### config.mk
export PLATFORM = sky130hd
export DESIGN_NAME = ctrl_sequencer
export DESIGN_NICKNAME = d
export VERILOG_FILES = /design/src/rtl/ctrl_pkg.sv /design/src/rtl/ctrl_sequencer_seq_counter.sv /design/src/rtl/ctrl_sequencer.sv
export SDC_FILE = /design/constraint.sdc
export NUM_CORES = 1
export LEC_CHECK = 0
export CELL_PAD_IN_SITES_DETAIL_PLACEMENT = 1
export CELL_PAD_IN_SITES_GLOBAL_PLACEMENT = 1
export CORE_UTILIZATION = 35
export CTS_CLUSTER_DIAMETER = 30
export DETAILED_ROUTE_END_ITERATION = 7
export HOLD_SLACK_MARGIN = 0.05
export PLACE_DENSITY_LB_ADDON = 0.3
export SLEW_MARGIN = 0
export SYNTH_ARGS = -nofsm -noshare
export SYNTH_HDL_FRONTEND = slang
export SYNTH_SLANG_ARGS = --single-unit
export TNS_END_PERCENT = 50
### constraint.sdc
create_clock -name clk -period 4.3 [get_ports clk]
set_input_delay 0.86 -clock clk [delete_from_list [all_inputs] [get_ports clk]]
set_output_delay 0.86 -clock clk [all_outputs]
set_load 0.1 [all_outputs]
### src/rtl/ctrl_pkg.sv
// ctrl_pkg: opcodes, addressing-mode codes and state encoding shared by the control sequencer.
package ctrl_pkg;

    localparam int CNT_W = 4;

    localparam logic [5:0] OP_NOP     = 6'b000000;
    localparam logic [5:0] OP_LOAD    = 6'b000001;
    localparam logic [5:0] OP_REGLOAD = 6'b000010;
    localparam logic [5:0] OP_POP     = 6'b000011;
    localparam logic [5:0] OP_PUSH    = 6'b000100;
    localparam logic [5:0] OP_JMP     = 6'b001000;
    localparam logic [5:0] OP_BEQL    = 6'b010000;
    localparam logic [5:0] OP_BNEQL   = 6'b010001;
    localparam logic [5:0] OP_ADD     = 6'b110000;
    localparam logic [5:0] OP_SUB     = 6'b110001;
    localparam logic [5:0] OP_INC     = 6'b110010;
    localparam logic [5:0] OP_DEC     = 6'b110011;
    localparam logic [5:0] OP_AND     = 6'b110100;
    localparam logic [5:0] OP_OR      = 6'b110101;
    localparam logic [5:0] OP_XOR     = 6'b110110;
    localparam logic [5:0] OP_NOT     = 6'b110111;
    localparam logic [5:0] OP_ASR     = 6'b111000;
    localparam logic [5:0] OP_LSR     = 6'b111001;
    localparam logic [5:0] OP_ASL     = 6'b111010;
    localparam logic [5:0] OP_LSL     = 6'b111011;

    localparam logic [2:0] FUNCT_REG   = 3'b000;
    localparam logic [2:0] FUNCT_MEM   = 3'b010;
    localparam logic [2:0] FUNCT_PCREL = 3'b110;
    localparam logic [2:0] FUNCT_IMM   = 3'b111;

    typedef enum logic [4:0] {
        INIT_SP    = 5'd0,
        FETCH      = 5'd1,
        DEC_OP     = 5'd2,
        DEC_ADDR   = 5'd3,
        ADDR_REG   = 5'd4,
        ADDR_MEM   = 5'd5,
        ADDR_PCREL = 5'd6,
        ADDR_IMM   = 5'd7,
        EXEC_LOAD  = 5'd8,
        EXEC_SHIFT = 5'd9,
        POP        = 5'd10,
        PUSH       = 5'd11,
        WRITEBACK  = 5'd12,
        PC_INC     = 5'd13,
        JUMP       = 5'd14,
        ILLEGAL    = 5'd15,
        HALT       = 5'd16,
        IRQ_SAVE   = 5'd17,
        IRQ_VEC    = 5'd18
    } state_t;

endpackage

### src/rtl/ctrl_sequencer_seq_counter.sv
// seq_counter: loadable down-counter that steps only on mem_ack and flags terminal count.
module seq_counter #(
    parameter int W = 4
) (
    input  logic         clk,
    input  logic         reset,
    input  logic         load,
    input  logic [W-1:0] load_val,
    input  logic         dec,
    output logic [W-1:0] count,
    output logic         tc
);

    logic [W-1:0] count_q, count_d;

    always_comb count_d = load ? load_val : (dec && count_q != '0) ? count_q - W'(1) : count_q;

    always_ff @(posedge clk) count_q <= reset ? '0 : count_d;

    assign count = count_q;
    assign tc    = count_q == '0;

endmodule

### src/rtl/ctrl_sequencer.sv
// ctrl_sequencer: instruction fetch/decode/execute control FSM.
// Define CTRL_SEQ_IRQ_EN to add the irq/irq_ack interrupt entry path.
module ctrl_sequencer
    import ctrl_pkg::*;
#(
    parameter int FETCH_BYTES  = 4,
    parameter int PCREL_CYCLES = 5,
    parameter int OP_W         = 6
) (
    input  logic            clk,
    input  logic            reset,
    input  logic [OP_W-1:0] op,
    input  logic [2:0]      funct,
    input  logic            zero,
    input  logic            mem_ack,
`ifdef CTRL_SEQ_IRQ_EN
    input  logic            irq,
    output logic            irq_ack,
`endif
    output logic            mem_req,
    output logic [4:0]      state,
    output logic [2:0]      byte_idx,
    output logic            pc_inc,
    output logic            instr_done,
    output logic            illegal,
    output logic            halted
);

    state_t state_q, state_d;
    logic illegal_q, illegal_d;
    logic cnt_ld, cnt_tc;
    logic [CNT_W-1:0] cnt_ld_val, cnt;
    logic acked_tc;

    assign acked_tc = mem_ack && cnt_tc;

    always_comb begin
        state_d = state_q;
        case (state_q)
            INIT_SP: state_d = FETCH;
            FETCH:   state_d = acked_tc ? DEC_OP : FETCH;
            DEC_OP: begin
                case (op)
                    OP_W'(OP_NOP), OP_W'(OP_REGLOAD): state_d = WRITEBACK;
                    OP_W'(OP_JMP):   state_d = JUMP;
                    OP_W'(OP_BEQL):  state_d = zero ? JUMP : PC_INC;
                    OP_W'(OP_BNEQL): state_d = zero ? PC_INC : JUMP;
                    OP_W'(OP_LOAD):  state_d = EXEC_LOAD;
                    OP_W'(OP_POP):   state_d = POP;
                    OP_W'(OP_PUSH):  state_d = PUSH;
                    OP_W'(OP_ADD), OP_W'(OP_SUB), OP_W'(OP_INC), OP_W'(OP_DEC),
                    OP_W'(OP_AND), OP_W'(OP_OR), OP_W'(OP_XOR), OP_W'(OP_NOT):
                        state_d = DEC_ADDR;
                    OP_W'(OP_ASR), OP_W'(OP_LSR), OP_W'(OP_ASL), OP_W'(OP_LSL):
                        state_d = EXEC_SHIFT;
                    default: state_d = (op == '1) ? HALT : ILLEGAL;
                endcase
            end
            DEC_ADDR: state_d = (funct == FUNCT_REG)   ? ADDR_REG :
                                (funct == FUNCT_MEM)   ? ADDR_MEM :
                                (funct == FUNCT_PCREL) ? ADDR_PCREL : ADDR_IMM;
            ADDR_REG, ADDR_IMM:   state_d = WRITEBACK;
            ADDR_MEM, ADDR_PCREL: state_d = acked_tc ? WRITEBACK : state_q;
            POP, PUSH:            state_d = acked_tc ? PC_INC : state_q;
            EXEC_LOAD, EXEC_SHIFT, WRITEBACK, ILLEGAL: state_d = PC_INC;
`ifdef CTRL_SEQ_IRQ_EN
            PC_INC, JUMP: state_d = irq ? IRQ_SAVE : FETCH;
            IRQ_SAVE:     state_d = acked_tc ? IRQ_VEC : IRQ_SAVE;
            IRQ_VEC:      state_d = FETCH;
`else
            PC_INC, JUMP: state_d = FETCH;
`endif
            HALT:    state_d = HALT;
            default: state_d = FETCH;
        endcase
    end

    // Fetch and multi-cycle states never follow themselves, so every state change reloads the counter.
    always_comb begin
        cnt_ld     = state_d != state_q;
        cnt_ld_val = (state_d == FETCH)      ? CNT_W'(FETCH_BYTES - 1) :
                     (state_d == ADDR_PCREL) ? CNT_W'(PCREL_CYCLES - 1) : CNT_W'(1);
        illegal_d  = illegal_q || state_d == ILLEGAL;
    end

    always_ff @(posedge clk) begin
        state_q   <= reset ? INIT_SP : state_d;
        illegal_q <= reset ? 1'b0 : illegal_d;
    end

    seq_counter #(.W(CNT_W)) u_seq_counter (
        .clk      (clk),
        .reset    (reset),
        .load     (cnt_ld),
        .load_val (cnt_ld_val),
        .dec      (mem_ack),
        .count    (cnt),
        .tc       (cnt_tc)
    );

    assign state      = state_q;
    assign byte_idx   = (state_q == FETCH) ? 3'(CNT_W'(FETCH_BYTES - 1) - cnt) : 3'd0;
    assign pc_inc     = state_q == PC_INC;
    assign instr_done = state_q inside {PC_INC, JUMP, ILLEGAL};
    assign illegal    = illegal_q;
    assign halted     = state_q == HALT;
`ifdef CTRL_SEQ_IRQ_EN
    assign mem_req    = state_q inside {FETCH, ADDR_MEM, ADDR_PCREL, POP, PUSH, IRQ_SAVE};
    assign irq_ack    = state_q == IRQ_VEC;
`else
    assign mem_req    = state_q inside {FETCH, ADDR_MEM, ADDR_PCREL, POP, PUSH};
`endif

endmodule

==> results of run 1 <==
-- stage by stage --
| stage | power (uW) | hold slack, ns | setup TNS [ns] |
|---|---|---|---|
| floorplan | 825 | 0.577 | -0.0767 |
| global placement | 956 | 0.457 | 0 |
| detailed placement | 969 | 0.470 | 0 |
| CTS | 1060 | 0.504 | 0 |
| global route | 1120 | 0.553 | 0 |
| finish | 1060 | 0.497 | 0 |
-- cell usage after synthesis (all sizes together), types with 2 or more instances --
master | instances | area (sq um)
nor4b | 4 | 41.3
mux2 | 2 | 30.0
inv | 7 | 26.3
nor2b | 2 | 12.5
buf | 8 | 60.1
nor2 | 27 | 104
a21oi | 9 | 45.0
a211oi | 2 | 20.0
xnor2 | 5 | 43.8
a31oi | 3 | 18.8
nor4 | 4 | 40.0
ha | 2 | 25.0
dfxtp | 10 | 200
xor2 | 4 | 35.0
nand2 | 10 | 40.0
nor3 | 4 | 31.3
o211ai | 3 | 27.5
and4 | 2 | 20.0
o21a | 2 | 15.0
o21ai | 3 | 15.0
nor3b | 2 | 25.0
nand2b | 2 | 20.0
nand4b | 2 | 17.5
-- final cells by class --
cell class / count / area (sq um)
Fill cell: 373 / 1650
Multi-Input combinational cell: 114 / 826
Timing Repair Buffer: 25 / 238
Sequential cell: 10 / 200
Tap cell: 44 / 55.1
Clock buffer: 4 / 36.3
Inverter: 7 / 26.3
-- path summary, 6_finish.rpt --
| kind | cells past startpoint | start | endpoint | slack, ns |
|---|---|---|---|---|
| setup / recovery | 3 | state[3]$_SDFF_PP0_ | pc_inc | 0.88 |
| hold / removal | 2 | illegal$_SDFF_PP0_ | illegal$_SDFF_PP0_ | 0.50 |
| setup reg to reg | 7 | state[3]$_SDFF_PP0_ | u_seq_counter.count[1]$_SDFFE_PP0P_ | 1.80 |
| hold reg to reg | 2 | illegal$_SDFF_PP0_ | illegal$_SDFF_PP0_ | 0.50 |
-- cell usage in the layout, fill, tap and decap left out, types with 2 or more instances in the layout --
cell type	n
sky130_fd_sc_hd__nor3b_2	2
sky130_fd_sc_hd__a21oi_1	9
sky130_fd_sc_hd__nand4b_1	2
sky130_fd_sc_hd__xnor2_1	5
sky130_fd_sc_hd__buf_4	5
sky130_fd_sc_hd__nand2_1	9
sky130_fd_sc_hd__dfxtp_1	10
sky130_fd_sc_hd__inv_1	7
sky130_fd_sc_hd__a31oi_1	3
sky130_fd_sc_hd__nor2b_1	2
sky130_fd_sc_hd__nor4_1	3
sky130_fd_sc_hd__xor2_1	4
sky130_fd_sc_hd__o21ai_0	3
sky130_fd_sc_hd__clkdlybuf4s50_1	20
sky130_fd_sc_hd__o21a_1	2
sky130_fd_sc_hd__o211ai_1	2
sky130_fd_sc_hd__nor3_1	2
sky130_fd_sc_hd__nor2_1	26
sky130_fd_sc_hd__mux2_4	2
sky130_fd_sc_hd__ha_1	2
sky130_fd_sc_hd__nor4b_1	3
sky130_fd_sc_hd__clkbuf_4	3
-- sequential cells by signal, indices dropped and copies added (netlist names) --
name and flops:
state 5, u_seq_counter.count 4, illegal 1
-- per-layer routing --
| layer | vias up | wire [microns] |
|---|---|---|
| met2 | 23 | 1480 |
| met5 | - | 0 |
| met3 | 9 | 87 |
| met1 | 537 | 1470 |
| met4 | 0 | 62 |
| li1 | 554 | - |
-- power by group --
group / switching, uW / internal [uW] / total (uW)
registers: 70.9 / 121 / 192
logic: 495 / 281 / 777
clock network: 36.3 / 51.5 / 87.7
total: 603 / 453 / 1060
-- critical path: stages (launching register included) --
cell and delay, ns:
sky130_fd_sc_hd__dfxtp_1 0.69, sky130_fd_sc_hd__nand2_1 0.20, sky130_fd_sc_hd__nor3_1 0.21, sky130_fd_sc_hd__clkdlybuf4s50_1 1.17
-- kinds of logic (layout without fill, tap and decap cells) --
| kind of cell | Yosys count | in the layout |
|---|---|---|
| simple gates | 68 | 68 |
| compound gates | 32 | 32 |
| buf+inv | 16 | 36 |
| flops | 10 | 10 |
| xor+xnor | 9 | 9 |
| mux | 3 | 3 |
| fa+ha+maj | 2 | 2 |
==> run_summary.xml, run 1 <==
<?xml version="1.0" encoding="UTF-8"?>
<metrics>
  <group name="clock_network">
    <metric name="postCtsHoldBufs" unit="">0</metric>
    <metric name="cts_buffers" unit="">3</metric>
    <metric name="clock_sinks" unit="">10</metric>
    <metric name="clock_tree.buffer_depth" unit="">2</metric>
    <metric name="clkLatencyLatePin" unit="ns">0.28</metric>
    <metric name="cts_max_level" unit="">1</metric>
    <metric name="number_of_cells_upsized_or_downsized_after_cts" unit="">0</metric>
    <metric name="clock_tree.root_cell" unit="">sky130_fd_sc_hd__clkbuf_4</metric>
    <metric name="cts.reportedPaths.clkPinSlew" unit="ns">0.08</metric>
    <metric name="post-cts-setup-buffer-count" unit="">0</metric>
    <metric name="clock_tree_from_tritoncts" unit="">built</metric>
  </group>
  <group name="timing">
    <metric name="achievable-frequency" unit="GHz">0.293</metric>
    <metric name="finalSetupViolCount" unit="">0</metric>
    <metric name="slew_viol_final" unit="">0</metric>
    <metric name="post-route-period-util" unit="%">79.5</metric>
    <metric name="period_minus_slack" unit="ns">3.42</metric>
    <metric name="timing.final.ws_setup" unit="ns">0.882</metric>
    <metric name="rsz0062_at_grt" unit="">no</metric>
    <metric name="clock-skew-final" unit="ns">0.0178</metric>
    <metric name="timing_worst_slew_pin_value" unit="ns">0.967</metric>
    <metric name="slew_headroom" unit="%">35.4</metric>
    <metric name="hold_violations" unit="">0</metric>
  </group>
  <group name="route">
    <metric name="final_antenna_net_count" unit="">0</metric>
    <metric name="average_vias_per_placed_instance" unit="">5.50</metric>
    <metric name="num_vias" unit="">1123</metric>
    <metric name="finalWirelength" unit="mm">3.10</metric>
    <metric name="drt-wirelength-per-cell" unit="microns">15.2</metric>
    <metric name="drcViolationCount" unit="">0</metric>
    <metric name="dr.pass1.iters" unit="">4</metric>
    <metric name="drt_first_iter_violations" unit="">32</metric>
  </group>
  <group name="logic_synthesis">
    <metric name="netlist-cell-type-count" unit="">55</metric>
    <metric name="synthAdderAreaFrac" unit="%">2.25</metric>
    <metric name="mappedNetlistNets" unit="">155</metric>
    <metric name="synth-xor-area-share" unit="%">7.09</metric>
    <metric name="post_synth_inst_count" unit="">140</metric>
    <metric name="synthSimpleGateAreaFrac" unit="%">38.6</metric>
    <metric name="post_synth_mux_area_share" unit="%">3.60</metric>
    <metric name="syn-cell-area" unit="sq um">1110</metric>
    <metric name="asyncSetResetFlopFracSynth" unit="%">0</metric>
    <metric name="syn-mean-instance-area" unit="sq um">7.94</metric>
    <metric name="post_synthesis_sequential_element_count" unit="">10</metric>
    <metric name="synth_compound_area_share" unit="%">22.3</metric>
    <metric name="synth_top_family_by_area" unit="">simple AND/OR/NAND/NOR gates</metric>
    <metric name="synth_enable_flop_cells" unit="">0</metric>
    <metric name="ys_seq_area_share" unit="%">18.0</metric>
    <metric name="primary_ff_master_synth" unit="">sky130_fd_sc_hd__dfxtp_1</metric>
    <metric name="yosys_warnings" unit="">0</metric>
  </group>
  <group name="cells_and_area">
    <metric name="drive_above_1_share" unit="%">17.5</metric>
    <metric name="final_cell_count_no_fill" unit="">204</metric>
    <metric name="area_growth_syn_to_layout" unit="%">24.3</metric>
    <metric name="final_area" unit="sq um">1380</metric>
    <metric name="finish.utilization" unit="%">45.6</metric>
    <metric name="design.final.nets" unit="">176</metric>
    <metric name="diodes" unit="">0</metric>
  </group>
  <group name="grt">
    <metric name="grt_use_met3" unit="%">2.86</metric>
    <metric name="grt_pass1_wl" unit="mm">5.06</metric>
    <metric name="gr-usage-met2" unit="%">32.8</metric>
    <metric name="number_of_antenna_violations_at_the_first_check_in_global_routing" unit="">0</metric>
    <metric name="layer_with_the_highest_usage" unit="">met2</metric>
    <metric name="grt_use_total" unit="%">19.5</metric>
    <metric name="grt_max_degree" unit="">15</metric>
    <metric name="gr-usage-met1" unit="%">25.2</metric>
    <metric name="grt_pass1_vias" unit="">1111</metric>
    <metric name="globalRouteOverflowTotal" unit="">0</metric>
  </group>
  <group name="flow_run">
    <metric name="number_of_max_cap_violations" unit="">0</metric>
  </group>
  <group name="pwr">
    <metric name="leakagePower" unit="uW">0.000475</metric>
    <metric name="ir_drop" unit="mV">0.300</metric>
    <metric name="powerDensity" unit="nW/um^2">765</metric>
  </group>
  <group name="floorplanning">
    <metric name="floorplan.initialDensity" unit="%">36.7</metric>
    <metric name="rows" unit="">20</metric>
    <metric name="dieHeight" unit="microns">58.3</metric>
    <metric name="area_of_the_placeable_core" unit="sq um">3030</metric>
    <metric name="design.portCount" unit="">26</metric>
    <metric name="die_x" unit="microns">58.3</metric>
    <metric name="die-area" unit="sq um">3400</metric>
  </group>
  <group name="place">
    <metric name="gp_routability_congestion" unit="">0.794</metric>
    <metric name="placed_cells_incl_taps" unit="">200</metric>
    <metric name="place_area" unit="sq um">1350</metric>
    <metric name="detailed_place_hpwl" unit="mm">2.36</metric>
    <metric name="placement.setup.worst_slack" unit="ns">1.07</metric>
    <metric name="port-buffer-count" unit="">25</metric>
  </group>
  <group name="min_path">
    <metric name="worstHoldPathType" unit="">reg -&gt; reg</metric>
  </group>
  <group name="critical_path">
    <metric name="endpoint_required_time_on_the_critical_path" unit="ns">3.44</metric>
    <metric name="critical_path_type" unit="">reg -&gt; out</metric>
    <metric name="nature_of_the_critical_path_endpoint" unit="">output pin</metric>
    <metric name="critPathMaxFanout" unit="">14</metric>
    <metric name="startpoint_type" unit="">flop</metric>
    <metric name="arrival" unit="ns">2.56</metric>
  </group>
  <group name="run_status">
    <metric name="run_status" unit="">complete, no violations</metric>
  </group>
</metrics>
(Power assumes the default switching activity.)
==> run 2: changes to the inputs <==
--- a/config.mk
+++ b/config.mk
@@ -7,7 +7,7 @@
 export LEC_CHECK = 0
 export CELL_PAD_IN_SITES_DETAIL_PLACEMENT = 1
 export CELL_PAD_IN_SITES_GLOBAL_PLACEMENT = 1
-export CORE_UTILIZATION = 35
+export CORE_UTILIZATION = 32
 export CTS_CLUSTER_DIAMETER = 30
 export DETAILED_ROUTE_END_ITERATION = 7
 export HOLD_SLACK_MARGIN = 0.05
==> constraint.sdc (replaced) <==
create_clock -name clk -period 2.75 [get_ports clk]
set_input_delay 0.55 -clock clk [delete_from_list [all_inputs] [get_ports clk]]
set_output_delay 0.55 -clock clk [all_outputs]
set_load 0.1 [all_outputs]
==> run 2 against run 1 <==
Wire length grew 13%. Final area up 15%. Die area is 9.1% higher. Setup slack lost 0.68 ns. Clock power up 52%. Via count rose by 5.3%. Combinational power is 80% higher. Highest routed layer unchanged.
==> run_summary.xml, run 2 (synthesized netlist as in run 1, its figures left out) <==
<?xml version="1.0" encoding="UTF-8"?>
<metrics>
  <group name="critical_path">
    <metric name="crit_buf_inv" unit="">1</metric>
    <metric name="endpoint_required_time_on_the_critical_path" unit="ns">2.91</metric>
    <metric name="crit_path_top_delay_cell" unit="">sky130_fd_sc_hd__clkdlybuf4s50_1</metric>
    <metric name="nature_of_the_critical_path_endpoint" unit="">flop</metric>
    <metric name="critical_path_type" unit="">in -&gt; reg</metric>
    <metric name="worst_path_dominant_cell_family" unit="">compound AO/OA/AOI/OAI gates</metric>
    <metric name="cells_traversed_along_the_worst_timing_path" unit="">clkdlybuf4s50_1 -&gt; nand2_1 -&gt; o311ai_4 -&gt; a31oi_1 -&gt; a211oi_2 -&gt; nor2_2 -&gt; and4_1 -&gt; mux2_4</metric>
    <metric name="critPathMaxFanout" unit="">6</metric>
    <metric name="cp_slowest_stage_delay" unit="ns">0.57</metric>
    <metric name="startpoint_type" unit="">input pin</metric>
    <metric name="arrival" unit="ns">2.71</metric>
  </group>
  <group name="route">
    <metric name="dr.pass1.iters" unit="">4</metric>
    <metric name="average_vias_per_placed_instance" unit="">5.30</metric>
    <metric name="drt_first_iter_violations" unit="">37</metric>
    <metric name="final_antenna_net_count" unit="">0</metric>
    <metric name="finalWirelength" unit="mm">3.51</metric>
    <metric name="drt-wirelength-per-cell" unit="microns">15.7</metric>
    <metric name="drcViolationCount" unit="">0</metric>
    <metric name="num_vias" unit="">1182</metric>
  </group>
  <group name="floorplanning">
    <metric name="floorplan.initialDensity" unit="%">33.3</metric>
    <metric name="dieHeight" unit="microns">60.9</metric>
    <metric name="die_x" unit="microns">60.9</metric>
    <metric name="die-area" unit="sq um">3710</metric>
    <metric name="design.portCount" unit="">26</metric>
    <metric name="area_of_the_placeable_core" unit="sq um">3340</metric>
    <metric name="rows" unit="">21</metric>
  </group>
  <group name="timing">
    <metric name="hold_violations" unit="">0</metric>
    <metric name="achievable-frequency" unit="GHz">0.392</metric>
    <metric name="post-route-period-util" unit="%">92.7</metric>
    <metric name="slew_viol_final" unit="">0</metric>
    <metric name="finalSetupViolCount" unit="">0</metric>
    <metric name="rsz0062_at_grt" unit="">no</metric>
    <metric name="slew_headroom" unit="%">54.8</metric>
    <metric name="timing_worst_slew_pin_value" unit="ns">0.671</metric>
    <metric name="clock-skew-final" unit="ns">0.00571</metric>
    <metric name="fin_worst_hold_slack" unit="ns">0.485</metric>
    <metric name="period_minus_slack" unit="ns">2.55</metric>
  </group>
  <group name="min_path">
    <metric name="worstHoldPathType" unit="">reg -&gt; reg</metric>
  </group>
  <group name="flow_run">
    <metric name="number_of_max_cap_violations" unit="">0</metric>
  </group>
  <group name="place">
    <metric name="gp_routability_congestion" unit="">0.900</metric>
    <metric name="placed_cells_incl_taps" unit="">219</metric>
    <metric name="port-buffer-count" unit="">25</metric>
    <metric name="place_area" unit="sq um">1550</metric>
    <metric name="detailed_place_hpwl" unit="mm">2.89</metric>
  </group>
  <group name="cells_and_area">
    <metric name="area_growth_syn_to_layout" unit="%">42.5</metric>
    <metric name="mostFrequentLayoutCell" unit="">sky130_fd_sc_hd__buf_4</metric>
    <metric name="drive_above_1_share" unit="%">33.3</metric>
    <metric name="fillers" unit="">424</metric>
    <metric name="most-common-layout-cells" unit="">25 x sky130_fd_sc_hd__buf_4, 22 x sky130_fd_sc_hd__nor2_1, 12 x sky130_fd_sc_hd__clkdlybuf4s50_1</metric>
    <metric name="final_cell_count_no_fill" unit="">223</metric>
    <metric name="diodes" unit="">0</metric>
    <metric name="design.final.nets" unit="">193</metric>
    <metric name="final_area" unit="sq um">1580</metric>
    <metric name="largest_register_ffs" unit="">5</metric>
  </group>
  <group name="pwr">
    <metric name="leakagePower" unit="uW">0.000587</metric>
    <metric name="powerDensity" unit="nW/um^2">1160</metric>
    <metric name="ir_drop" unit="mV">0.520</metric>
  </group>
  <group name="grt">
    <metric name="number_of_antenna_violations_at_the_first_check_in_global_routing" unit="">0</metric>
    <metric name="grt_max_degree" unit="">15</metric>
    <metric name="grt_pass1_vias" unit="">1179</metric>
    <metric name="grt_pass1_wl" unit="mm">5.51</metric>
    <metric name="grt_use_total" unit="%">20.1</metric>
    <metric name="globalRouteOverflowTotal" unit="">0</metric>
  </group>
  <group name="clock_network">
    <metric name="clkLatencyLatePin" unit="ns">0.27</metric>
    <metric name="number_of_cells_upsized_or_downsized_after_cts" unit="">0</metric>
    <metric name="clock_sinks" unit="">10</metric>
    <metric name="cts.reportedPaths.clkPinSlew" unit="ns">0.07</metric>
    <metric name="clock_tree_from_tritoncts" unit="">built</metric>
    <metric name="post-cts-setup-buffer-count" unit="">0</metric>
    <metric name="clock_tree.buffer_depth" unit="">2</metric>
    <metric name="cts_max_level" unit="">1</metric>
    <metric name="cts_buffers" unit="">3</metric>
    <metric name="clock_tree.root_cell" unit="">sky130_fd_sc_hd__clkbuf_4</metric>
    <metric name="postCtsHoldBufs" unit="">0</metric>
  </group>
  <group name="run_status">
    <metric name="run_status" unit="">complete, no violations</metric>
  </group>
</metrics>
==> run 2: cell types whose count changed in the layout (fill, tap and decap cells not counted), sizes merged <==
cell           change
buf               +25
clkdlybuf4s50      -8
==> run 2: stage by stage <==
step,power (uW),utilization [%],setup WS (ns),TNS [ns]
6_report,1840,47.4,0.201,0
5_1_grt,1950,47.4,0.0708,0
4_1_cts,1860,47.4,0.204,0
3_5_place_dp,1710,46.3,-0.0716,-0.140
3_3_place_gp,1660,46.3,-0.0305,-0.0608
2_1_floorplan,1320,-,-0.156,-0.784
==> run 2: cell type report <==
class | instances | area [sq um] | share of cell area [%]
tap | 46 | 57.6 | 3.64
sequential | 10 | 201 | 12.7
inverter | 7 | 26.3 | 1.66
timing repair buffer | 42 | 408 | 25.8
multi-input combinational | 114 | 853 | 53.9
clock buffer | 4 | 36.3 | 2.29
==> run 2: path summary, 6_finish.rpt <==
path                                       start                             endpoint  slack, ns  cells after the start
max                                        op[0]  u_seq_counter.count[1]$_SDFFE_PP0P_       0.20                      8
max reg2reg  u_seq_counter.count[0]$_SDFFE_PP0P_  u_seq_counter.count[1]$_SDFFE_PP0P_       0.21                      9
min                           illegal$_SDFF_PP0_                   illegal$_SDFF_PP0_       0.48                      2
min reg2reg                   illegal$_SDFF_PP0_                   illegal$_SDFF_PP0_       0.48                      2
==> run 2: worst register-to-register path, delay by kind of cell, from the launching register on <==
kind	cells	cell delay (ns)
AND/OR/NAND/NOR	4	1.04
AO/OA/AOI/OAI	1	0.17
flip-flops	1	0.41
XOR/XNOR	1	0.16
buffers and inverters	1	0.11
multiplexers	1	0.30
adder cells (fa/ha/maj)	1	0.24
==> run 2: where the power goes <==
group          total [uW]  switching [uW]  internal, uW  leakage [uW]
Clock                 133            52.6          80.4     0.0000210
Sequential            306             115           191     0.0000823
Combinational        1400             838           565      0.000484
==> run 2: routing by layer <==
| metal | track usage, % | share of wire (%) | vias up |
|---|---|---|---|
| met2 | 33.4 | 50 | 26 |
| met5 | 0 | 0 | - |
| met3 | 0.640 | 2.7 | 2 |
| li1 | - | - | 584 |
| met1 | 28.1 | 47 | 570 |
| met4 | 6.82 | 0.54 | 0 |
